**src/rtl/ay_bus_if.sv**
```systemverilog
// Request/response and AY bus signals between the host-side initiator and the CPLD under test.
interface ay_bus_if;
  logic       req;
  logic [1:0] cmd;
  logic [7:0] wdata;
  logic       ready;
  logic       done;
  logic [7:0] rdata;
  logic       err;
  logic       aybdir;
  logic       aybc2;
  logic       aybc1;
  logic       aya8;
  logic       aya9_n;
  logic [7:0] ayd_out;
  logic       ayd_oe;
  logic [7:0] ayd_in;

  modport master (
    input  req, cmd, wdata, ayd_in,
    output ready, done, rdata, err, aybdir, aybc2, aybc1, aya8, aya9_n, ayd_out, ayd_oe
  );

  modport slave (
    output req, cmd, wdata, ayd_in,
    input  ready, done, rdata, err, aybdir, aybc2, aybc1, aya8, aya9_n, ayd_out, ayd_oe
  );
endinterface

```
**src/rtl/ay_bus_master.sv**
```systemverilog
// AY-3-8910 bus initiator: runs timed write-address / write-data / read cycles from single requests.
// Optional macro AYBUS_CFGPORT_EN turns cmd 11 into a config-port write instead of an illegal command.
module ay_bus_master #(
  parameter int unsigned SETUP_CYC  = 2,
  parameter int unsigned STROBE_CYC = 16,
  parameter int unsigned HOLD_CYC   = 2,
  parameter int unsigned RECOV_CYC  = 8
) (
  input  logic        clk,
  input  logic        rst,
  ay_bus_if.master    bus
);

  localparam int unsigned CNT_W  = 6;
  localparam int unsigned DATA_W = 8;

  typedef enum logic [2:0] {
    S_IDLE, S_SETUP, S_STROBE, S_HOLD, S_RECOV
  } state_e;

  state_e              state_q, state_d;
  logic [CNT_W-1:0]    cnt_q, cnt_d;
  logic [1:0]          cmd_q, cmd_d;
  logic [DATA_W-1:0]   data_q, data_d;
  logic [DATA_W-1:0]   rdata_q, rdata_d;
  logic                ready_q, ready_d;
  logic                done_q, done_d;
  logic                err_q, err_d;
  logic                bdir_q, bdir_d;
  logic                bc2_q, bc2_d;
  logic                bc1_q, bc1_d;
  logic                a8_q, a8_d;
  logic                a9n_q, a9n_d;
  logic [DATA_W-1:0]   dout_q, dout_d;
  logic                doe_q, doe_d;
  logic                active;
  logic                is_read;

  // State register and registered bus outputs; reset drives the idle bus code 010.
  always_ff @(posedge clk or posedge rst) begin
    if (rst) begin
      state_q <= S_IDLE;
      cnt_q   <= '0;
      cmd_q   <= 2'b00;
      data_q  <= '0;
      rdata_q <= '0;
      ready_q <= 1'b1;
      done_q  <= 1'b0;
      err_q   <= 1'b0;
      bdir_q  <= 1'b0;
      bc2_q   <= 1'b1;
      bc1_q   <= 1'b0;
      a8_q    <= 1'b0;
      a9n_q   <= 1'b1;
      dout_q  <= '0;
      doe_q   <= 1'b0;
    end else begin
      state_q <= state_d;
      cnt_q   <= cnt_d;
      cmd_q   <= cmd_d;
      data_q  <= data_d;
      rdata_q <= rdata_d;
      ready_q <= ready_d;
      done_q  <= done_d;
      err_q   <= err_d;
      bdir_q  <= bdir_d;
      bc2_q   <= bc2_d;
      bc1_q   <= bc1_d;
      a8_q    <= a8_d;
      a9n_q   <= a9n_d;
      dout_q  <= dout_d;
      doe_q   <= doe_d;
    end
  end

  // Next state; each phase reloads the shared down-counter and ends when it reads 1.
  always_comb begin
    state_d = state_q;
    cnt_d   = cnt_q;
    cmd_d   = cmd_q;
    data_d  = data_q;
    rdata_d = rdata_q;
    done_d  = 1'b0;
    err_d   = 1'b0;

    case (state_q)
      S_IDLE: begin
        if (bus.req && ready_q) begin
          cmd_d  = bus.cmd;
          data_d = bus.wdata;
          if (bus.cmd == 2'b11) begin
`ifdef AYBUS_CFGPORT_EN
            data_d  = {4'hF, bus.wdata[3:0]};
            state_d = S_SETUP;
            cnt_d   = CNT_W'(SETUP_CYC);
`else
            err_d   = 1'b1;
`endif
          end else begin
            state_d = S_SETUP;
            cnt_d   = CNT_W'(SETUP_CYC);
          end
        end
      end
      S_SETUP: begin
        if (cnt_q == CNT_W'(1)) begin
          state_d = S_STROBE;
          cnt_d   = CNT_W'(STROBE_CYC);
        end else begin
          cnt_d = cnt_q - CNT_W'(1);
        end
      end
      S_STROBE: begin
        if (cnt_q == CNT_W'(1)) begin
          state_d = S_HOLD;
          cnt_d   = CNT_W'(HOLD_CYC);
          if (cmd_q == 2'b10) begin
            rdata_d = bus.ayd_in;
          end
        end else begin
          cnt_d = cnt_q - CNT_W'(1);
        end
      end
      S_HOLD: begin
        if (cnt_q == CNT_W'(1)) begin
          state_d = S_RECOV;
          cnt_d   = CNT_W'(RECOV_CYC);
          done_d  = 1'b1;
        end else begin
          cnt_d = cnt_q - CNT_W'(1);
        end
      end
      S_RECOV: begin
        if (cnt_q == CNT_W'(1)) begin
          state_d = S_IDLE;
          cnt_d   = '0;
        end else begin
          cnt_d = cnt_q - CNT_W'(1);
        end
      end
      default: begin
        state_d = S_IDLE;
        cnt_d   = '0;
      end
    endcase
  end

  // Bus pins follow the next state so every phase appears on the same edge it is entered.
  always_comb begin
    active  = (state_d == S_SETUP) || (state_d == S_STROBE) || (state_d == S_HOLD);
    is_read = (cmd_d == 2'b10);
    ready_d = (state_d == S_IDLE);
    bdir_d  = 1'b0;
    bc2_d   = 1'b1;
    bc1_d   = 1'b0;
    a8_d    = 1'b0;
    a9n_d   = 1'b1;
    doe_d   = 1'b0;
    dout_d  = '0;

    if (active) begin
      a8_d  = 1'b1;
      a9n_d = 1'b0;
      if (!is_read) begin
        doe_d  = 1'b1;
        dout_d = data_d;
      end
    end

    if (state_d == S_STROBE) begin
      case (cmd_d)
        2'b01:   {bdir_d, bc2_d, bc1_d} = 3'b110;
        2'b10:   {bdir_d, bc2_d, bc1_d} = 3'b011;
        default: {bdir_d, bc2_d, bc1_d} = 3'b111;
      endcase
    end
  end

  assign bus.ready   = ready_q;
  assign bus.done    = done_q;
  assign bus.rdata   = rdata_q;
  assign bus.err     = err_q;
  assign bus.aybdir  = bdir_q;
  assign bus.aybc2   = bc2_q;
  assign bus.aybc1   = bc1_q;
  assign bus.aya8    = a8_q;
  assign bus.aya9_n  = a9n_q;
  assign bus.ayd_out = dout_q;
  assign bus.ayd_oe  = doe_q;

endmodule
```
**src/flat_wrapper.sv**
```systemverilog
// flat-port wrapper written by rule: the top's interface ports become plain ports
module ay_bus_master_flat 
#(
  parameter int unsigned SETUP_CYC  = 2,
  parameter int unsigned STROBE_CYC = 16,
  parameter int unsigned HOLD_CYC   = 2,
  parameter int unsigned RECOV_CYC  = 8
)
  (clk, rst, bus_req, bus_cmd, bus_wdata, bus_ayd_in, bus_ready, bus_done, bus_rdata, bus_err, bus_aybdir, bus_aybc2, bus_aybc1, bus_aya8, bus_aya9_n, bus_ayd_out, bus_ayd_oe);
  ay_bus_if bus_i ();
  input  logic clk;
  input  logic rst;
  input wire logic [$bits(bus_i.req)-1:0] bus_req;
  input wire logic [$bits(bus_i.cmd)-1:0] bus_cmd;
  input wire logic [$bits(bus_i.wdata)-1:0] bus_wdata;
  input wire logic [$bits(bus_i.ayd_in)-1:0] bus_ayd_in;
  output wire logic [$bits(bus_i.ready)-1:0] bus_ready;
  output wire logic [$bits(bus_i.done)-1:0] bus_done;
  output wire logic [$bits(bus_i.rdata)-1:0] bus_rdata;
  output wire logic [$bits(bus_i.err)-1:0] bus_err;
  output wire logic [$bits(bus_i.aybdir)-1:0] bus_aybdir;
  output wire logic [$bits(bus_i.aybc2)-1:0] bus_aybc2;
  output wire logic [$bits(bus_i.aybc1)-1:0] bus_aybc1;
  output wire logic [$bits(bus_i.aya8)-1:0] bus_aya8;
  output wire logic [$bits(bus_i.aya9_n)-1:0] bus_aya9_n;
  output wire logic [$bits(bus_i.ayd_out)-1:0] bus_ayd_out;
  output wire logic [$bits(bus_i.ayd_oe)-1:0] bus_ayd_oe;
  assign bus_i.req = bus_req;
  assign bus_i.cmd = bus_cmd;
  assign bus_i.wdata = bus_wdata;
  assign bus_i.ayd_in = bus_ayd_in;
  assign bus_ready = bus_i.ready;
  assign bus_done = bus_i.done;
  assign bus_rdata = bus_i.rdata;
  assign bus_err = bus_i.err;
  assign bus_aybdir = bus_i.aybdir;
  assign bus_aybc2 = bus_i.aybc2;
  assign bus_aybc1 = bus_i.aybc1;
  assign bus_aya8 = bus_i.aya8;
  assign bus_aya9_n = bus_i.aya9_n;
  assign bus_ayd_out = bus_i.ayd_out;
  assign bus_ayd_oe = bus_i.ayd_oe;
  ay_bus_master #(.SETUP_CYC(SETUP_CYC), .STROBE_CYC(STROBE_CYC), .HOLD_CYC(HOLD_CYC), .RECOV_CYC(RECOV_CYC)) u_core (.clk(clk), .rst(rst), .bus(bus_i));
endmodule
```
**config.mk**
```make
export PLATFORM = sky130hd
export DESIGN_NAME = ay_bus_master_flat
export DESIGN_NICKNAME = d
export VERILOG_FILES = /design/src/rtl/ay_bus_if.sv /design/src/rtl/ay_bus_master.sv /design/src/flat_wrapper.sv
export SDC_FILE = /design/constraint.sdc
export NUM_CORES = 1
export LEC_CHECK = 0
export CAP_MARGIN = 20
export CORE_MARGIN = 2
export CORE_UTILIZATION = 24
export CTS_BUF_LIST = sky130_fd_sc_hd__clkbuf_16
export DETAILED_ROUTE_END_ITERATION = 8
export GPL_TIMING_DRIVEN = 0
export SYNTH_ARGS = -nofsm -noshare
export SYNTH_HDL_FRONTEND = slang
export SYNTH_SLANG_ARGS = --single-unit
```
**constraint.sdc**
```tcl
create_clock -name clk -period 3.1 [get_ports clk]
set_clock_uncertainty 0.15 [all_clocks]
set_input_delay 0.93 -clock clk [delete_from_list [all_inputs] [get_ports clk]]
set_output_delay 0.93 -clock clk [all_outputs]
set_load 0.05 [all_outputs]
```
* Word-level counts from Yosys, hierarchy flattened
Index checks and enable logic that the tools add are counted.
** Storage, ports and cells
- Output and inout bits :: 25
- Flip-flop bits (word level) :: 43
- Word-level logic and storage cells :: 68
- Input bits :: 21
** Operators by class
- Eq/ne operators :: 14
- Multiplexer cells :: 32
- Add/subtract/negate cells :: 1
- Reductions and logical operators :: 7
** Operators with widths (count)
- 2-to-1 mux 6 bit :: 6
- 2-to-1 mux 8 bit :: 4
- one-hot mux 6 bit (5 select lines) :: 1
- 2-to-1 mux 3 bit :: 6
- one-hot mux 3 bit (5 select lines) :: 1
- == test 3 x 2 -> 1 bit, second input constant :: 4
- 2-to-1 mux 1 bit :: 12
- == test 2 bit, second input constant :: 3
- == test 3 x 1 -> 1 bit, second input constant :: 2
- == test 6 x 1 -> 1 bit, second input constant :: 1
- zero test 3 bit :: 2
- subtractor 6 x 1 -> 6 bit, second input constant :: 1
- 2-to-1 mux 2 bit :: 2
- == test 3 bit, second input constant :: 1
- AND reduction 3 bit :: 1
- == test 2 x 1 -> 1 bit, second input constant :: 1
- logical OR 1 bit :: 2
- != test 2 x 1 -> 1 bit, second input constant :: 1
- != test 2 bit, second input constant :: 1
- AND reduction 2 bit :: 1
- logical AND 1 bit :: 1

* Longest topological paths before layout
- Depth in word-level cells :: 8
- Depth in mapped cells :: 7
- Gate-level depth less buffers :: 6

* Least setup slack after synthesis
OpenSTA, ideal clock, no wires.
- Kind :: input to register
- Start :: input port bus_req
- End :: register u_core.dout_q[0], in the netlist u_core.bus.ayd_out[0]
- Data arrival time :: 1.815 ns
- Stages on the path :: 4
- Setup slack :: 0.987 ns
- Required time :: 2.802 ns
- Path buffers :: 1
- Setup time :: 0.148 ns
- Path through :: and3_1 > buf_2 > mux2_2 > nor3b_1
** Between the ends
- Elaborated cells between the ends (all ways) :: 15
- Classes of those cells :: 4 x eq/ne; 8 x mux; 3 x reduce/logical
** RTL lines
- from (decl) :: RTL line flat_wrapper.sv:13 : input wire logic [$bits(bus_i.req)-1:0] bus_req;
- logical AND 1 bit :: RTL line ay_bus_master.sv:88 : if (bus.req && ready_q) begin
- 2-to-1 mux 8 bit :: RTL line ay_bus_master.sv:88
- 2-to-1 mux 8 bit :: RTL line ay_bus_master.sv:86 : case (state_q)
- via u_core.data_d[0] :: RTL line ay_bus_master.sv:24 : logic [DATA_W-1:0] data_q, data_d;
- 2-to-1 mux 8 bit :: RTL line ay_bus_master.sv:164 : if (!is_read) begin
- 2-to-1 mux 8 bit :: RTL line ay_bus_master.sv:161 : if (active) begin
- via u_core.dout_d[0] :: RTL line ay_bus_master.sv:34 : logic [DATA_W-1:0] dout_q, dout_d;
- to (signal assigned) :: RTL line ay_bus_master.sv:71 : dout_q <= dout_d;
- to (decl) :: RTL line ay_bus_master.sv:34
The timed path passes the listed nets, and every way through them passes these cells.
A chain may end at the register's enable or synchronous reset.

* Worst setup path after layout
- Start :: register u_core.ready_q, in the netlist u_core.bus.ready
- End :: output port bus_ready
** RTL lines
- from (decl) :: RTL line ay_bus_master.sv:26 : logic ready_q, ready_d;
- from (signal assigned) :: RTL line ay_bus_master.sv:63 : ready_q <= ready_d;
- to (decl) :: RTL line flat_wrapper.sv:17 : output wire logic [$bits(bus_i.ready)-1:0] bus_ready;
No word-level cell between the ends.

==> results.cfg <==
[timing]
setup_violations = 0
timing.hold.ws_ps = 342
post-route-period-util = 0.891
timing.setup.tns_ps = 0
max_slew_margin = 0.346
maxSlewViolCount = 0
setup_slack_ps = 338
final_hold_viol_count = 0
min_period_ps = 2760
timing.fmax_mhz = 362
tightest_slew_ps = 954
rsz0062_at_grt = false

[synthesis]
synth_nets = 172
async_flop_share = 1.00
synth_area_mm2 = 0.00189
yosysSeqAreaShare = 0.571
ys_warn_count = 0
synth_area_per_cell_um2 = 12.7
synth_compound_area_frac = 0.0948
synth_seq_cells = 43
synth_top_family_by_area = simple AND/OR/NAND/NOR gates
synth-adder-area-share = 0.0133
synthFlopType = dfrtp_1
synth-edff-count = 0
muxShareOfSynthArea = 0.140
synth_cell_types = 44
synthSimpleGateAreaFrac = 0.150
syn_inst = 149
synthXorXnorAreaFrac = 0

[global_route]
grtUsageTotal = 0.0938
antenna_found_initial = 0
grt_pass1_wl_mm = 6.17
gr-total-overflow = 0
grt_max_degree = 28
grt_pass1_vias = 1271

[place]
pre_cts_ws_ps = 57.4
hpwlAfterDp_mm = 2.80
gp_congestion = 0.852
port-buffer-count = 44

[worst_setup_path]
cp.arrival_ps = 1680
crit_type = flip-flop to primary output
endpoint_kind = primary output
r2r_slack_ps = 780
critical-path-top-delay-family = buffers and inverters
cp_max_fo = 5
cp_slowest_cell = clkdlybuf4s50_1
critical_path_buf_inv_count = 1
crit_path_start_kind = flip-flop
worst_r2r_startpoint = u_core.cnt_q[1]
r2r_cells = 6
cp_slowest_stage_delay_ps = 820
worstPathRequired_ps = 2020
r2r_end = u_core.bus.rdata[6]
critical_path.cell_chain = clkdlybuf4s50_1

[route]
wl_per_cell_um = 12.5
drt_iter0_drc = 101
vias = 1323
postRouteAntennaNets = 0
drtPass1Iterations = 4
drc = 0
routed_wl_mm = 3.80
vias_per_cell = 4.35

[finish]
area_growth_pct = 39.0
insertedDiodeCount = 0
drive_gt1_frac = 0.218
layout_common_cells = clkdlybuf4s50_1 (44), dfrtp_1 (41), mux2_2 (19)
nets = 224
final_common_cell = clkdlybuf4s50_1

[power]
comb_power_share = 0.040
power.total_uw = 1120
p_clk_frac = 0.459
p_per_area_mw_per_mm2 = 427
ir_drop_mv = 0.188
switching_share = 0.208
switching_power_uw = 234
seq_power_share = 0.500
power.leakage_uw = 0.00115
power.internal_uw = 888

[clock_tree]
cts_tree = done
clk_path_buf_depth = 2
path_clk_slew_ps = 60
cts_max_level = 2
cts_setup_buffers = 0
cts_root_buf = clkbuf_16
cts.sinks = 43
cts_resized = 0
cts_hold_buf = 0
clk_latency_ps = 280
cts_buffers = 5

[floorplan]
die_w_um = 92.7
dieArea_mm2 = 0.00859
core_mm2 = 0.00769
die_height_um = 92.7
start_util = 0.246
rows = 32
io_pins = 46

[hold_path]
min_path_cells = 1
hold_end = u_core.data_q[2]
worstHoldStart = u_core.data_q[2]
hp-class = flip-flop to flip-flop

[run]
drv_cap = 0

[outcome]
status = complete, no violations
## cells in the mapped netlist (3+ instances only)
master | count | area [um2]
nand2b_1 | 4 | 25.0
nor2b_1 | 3 | 18.8
nand2_1 | 4 | 15.0
inv_1 | 6 | 22.5
nor2_1 | 6 | 22.5
mux2i_1 | 5 | 50.1
mux2_2 | 19 | 214
nand3_1 | 3 | 15.0
nor3b_1 | 9 | 67.6
dfrtp_1 | 41 | 1030
o21ai_0 | 3 | 15.0
a21oi_1 | 7 | 35.0
## through the flow
step	cells	area, um2	utilization
floorplan	149	1890	-
global placement	295	2460	0.319
detailed placement	296	2480	0.322
CTS	304	2630	0.341
global route	304	2630	0.341
finish	304	2630	0.341
## how the worst max path moves through the flow
stage	cells after the start	endpoint	startpoint
after global placement	4	u_core.bus.aybdir	bus_req
final	1	bus_ready	u_core.bus.ready
after detailed placement	4	u_core.bus.aybdir	bus_req
after floorplan	4	u_core.bus.ayd_out[0]	bus_req
after global routing	4	u_core.bus.ayd_out[0]	bus_req
after CTS	4	u_core.bus.aybdir	bus_req
## cell families after synthesis
family          count (synthesis)
buf+inv                        12
compound gates                 25
other cells                     1
simple gates                   42
mux                            24
flops                          43
fa+ha+maj                       2
## layer usage
metal,wire length [um],GRT usage,vias to the layer above
li1,-,-,634
met1,1760,0.122,642
met2,1720,0.141,42
met3,252,0.0334,5
met4,67,0.0404,0
met5,0,0,-
## power groups by stage
stage | clock network, uW | registers (uW) | logic [uW]
2_1_floorplan | 0 | 572 | 13.2
3_3_place_gp | 0 | 572 | 43.2
3_5_place_dp | 0 | 572 | 46.2
4_1_cts | 534 | 561 | 46.5
5_1_grt | 566 | 561 | 49.9
6_report | 515 | 561 | 45.3
## layout make-up
type	count	area [um2]
flip-flops and latches	43	1080
multi-input cells	94	754
repair buffers	45	460
clock buffers	5	125
fillers	796	5060
well taps	102	128
inverters	6	22.5
clock inverters	3	23.8
plain buffers	6	32.5
## flip-flops by register name, indices dropped and copies added, names as in the netlist
register,flops
u_core.bus.aya8,1
u_core.bus.aya9_n,1
u_core.bus.aybc1,1
u_core.bus.aybdir,1
u_core.bus.ayd_oe,1
u_core.bus.ayd_out,8
u_core.bus.done,1
u_core.bus.err,1
u_core.bus.rdata,8
u_core.bus.ready,1
u_core.cmd_q,2
u_core.cnt_q,6
u_core.data_q,8
u_core.state_q,3
Note: power is estimated with default switching activity, not from simulation.
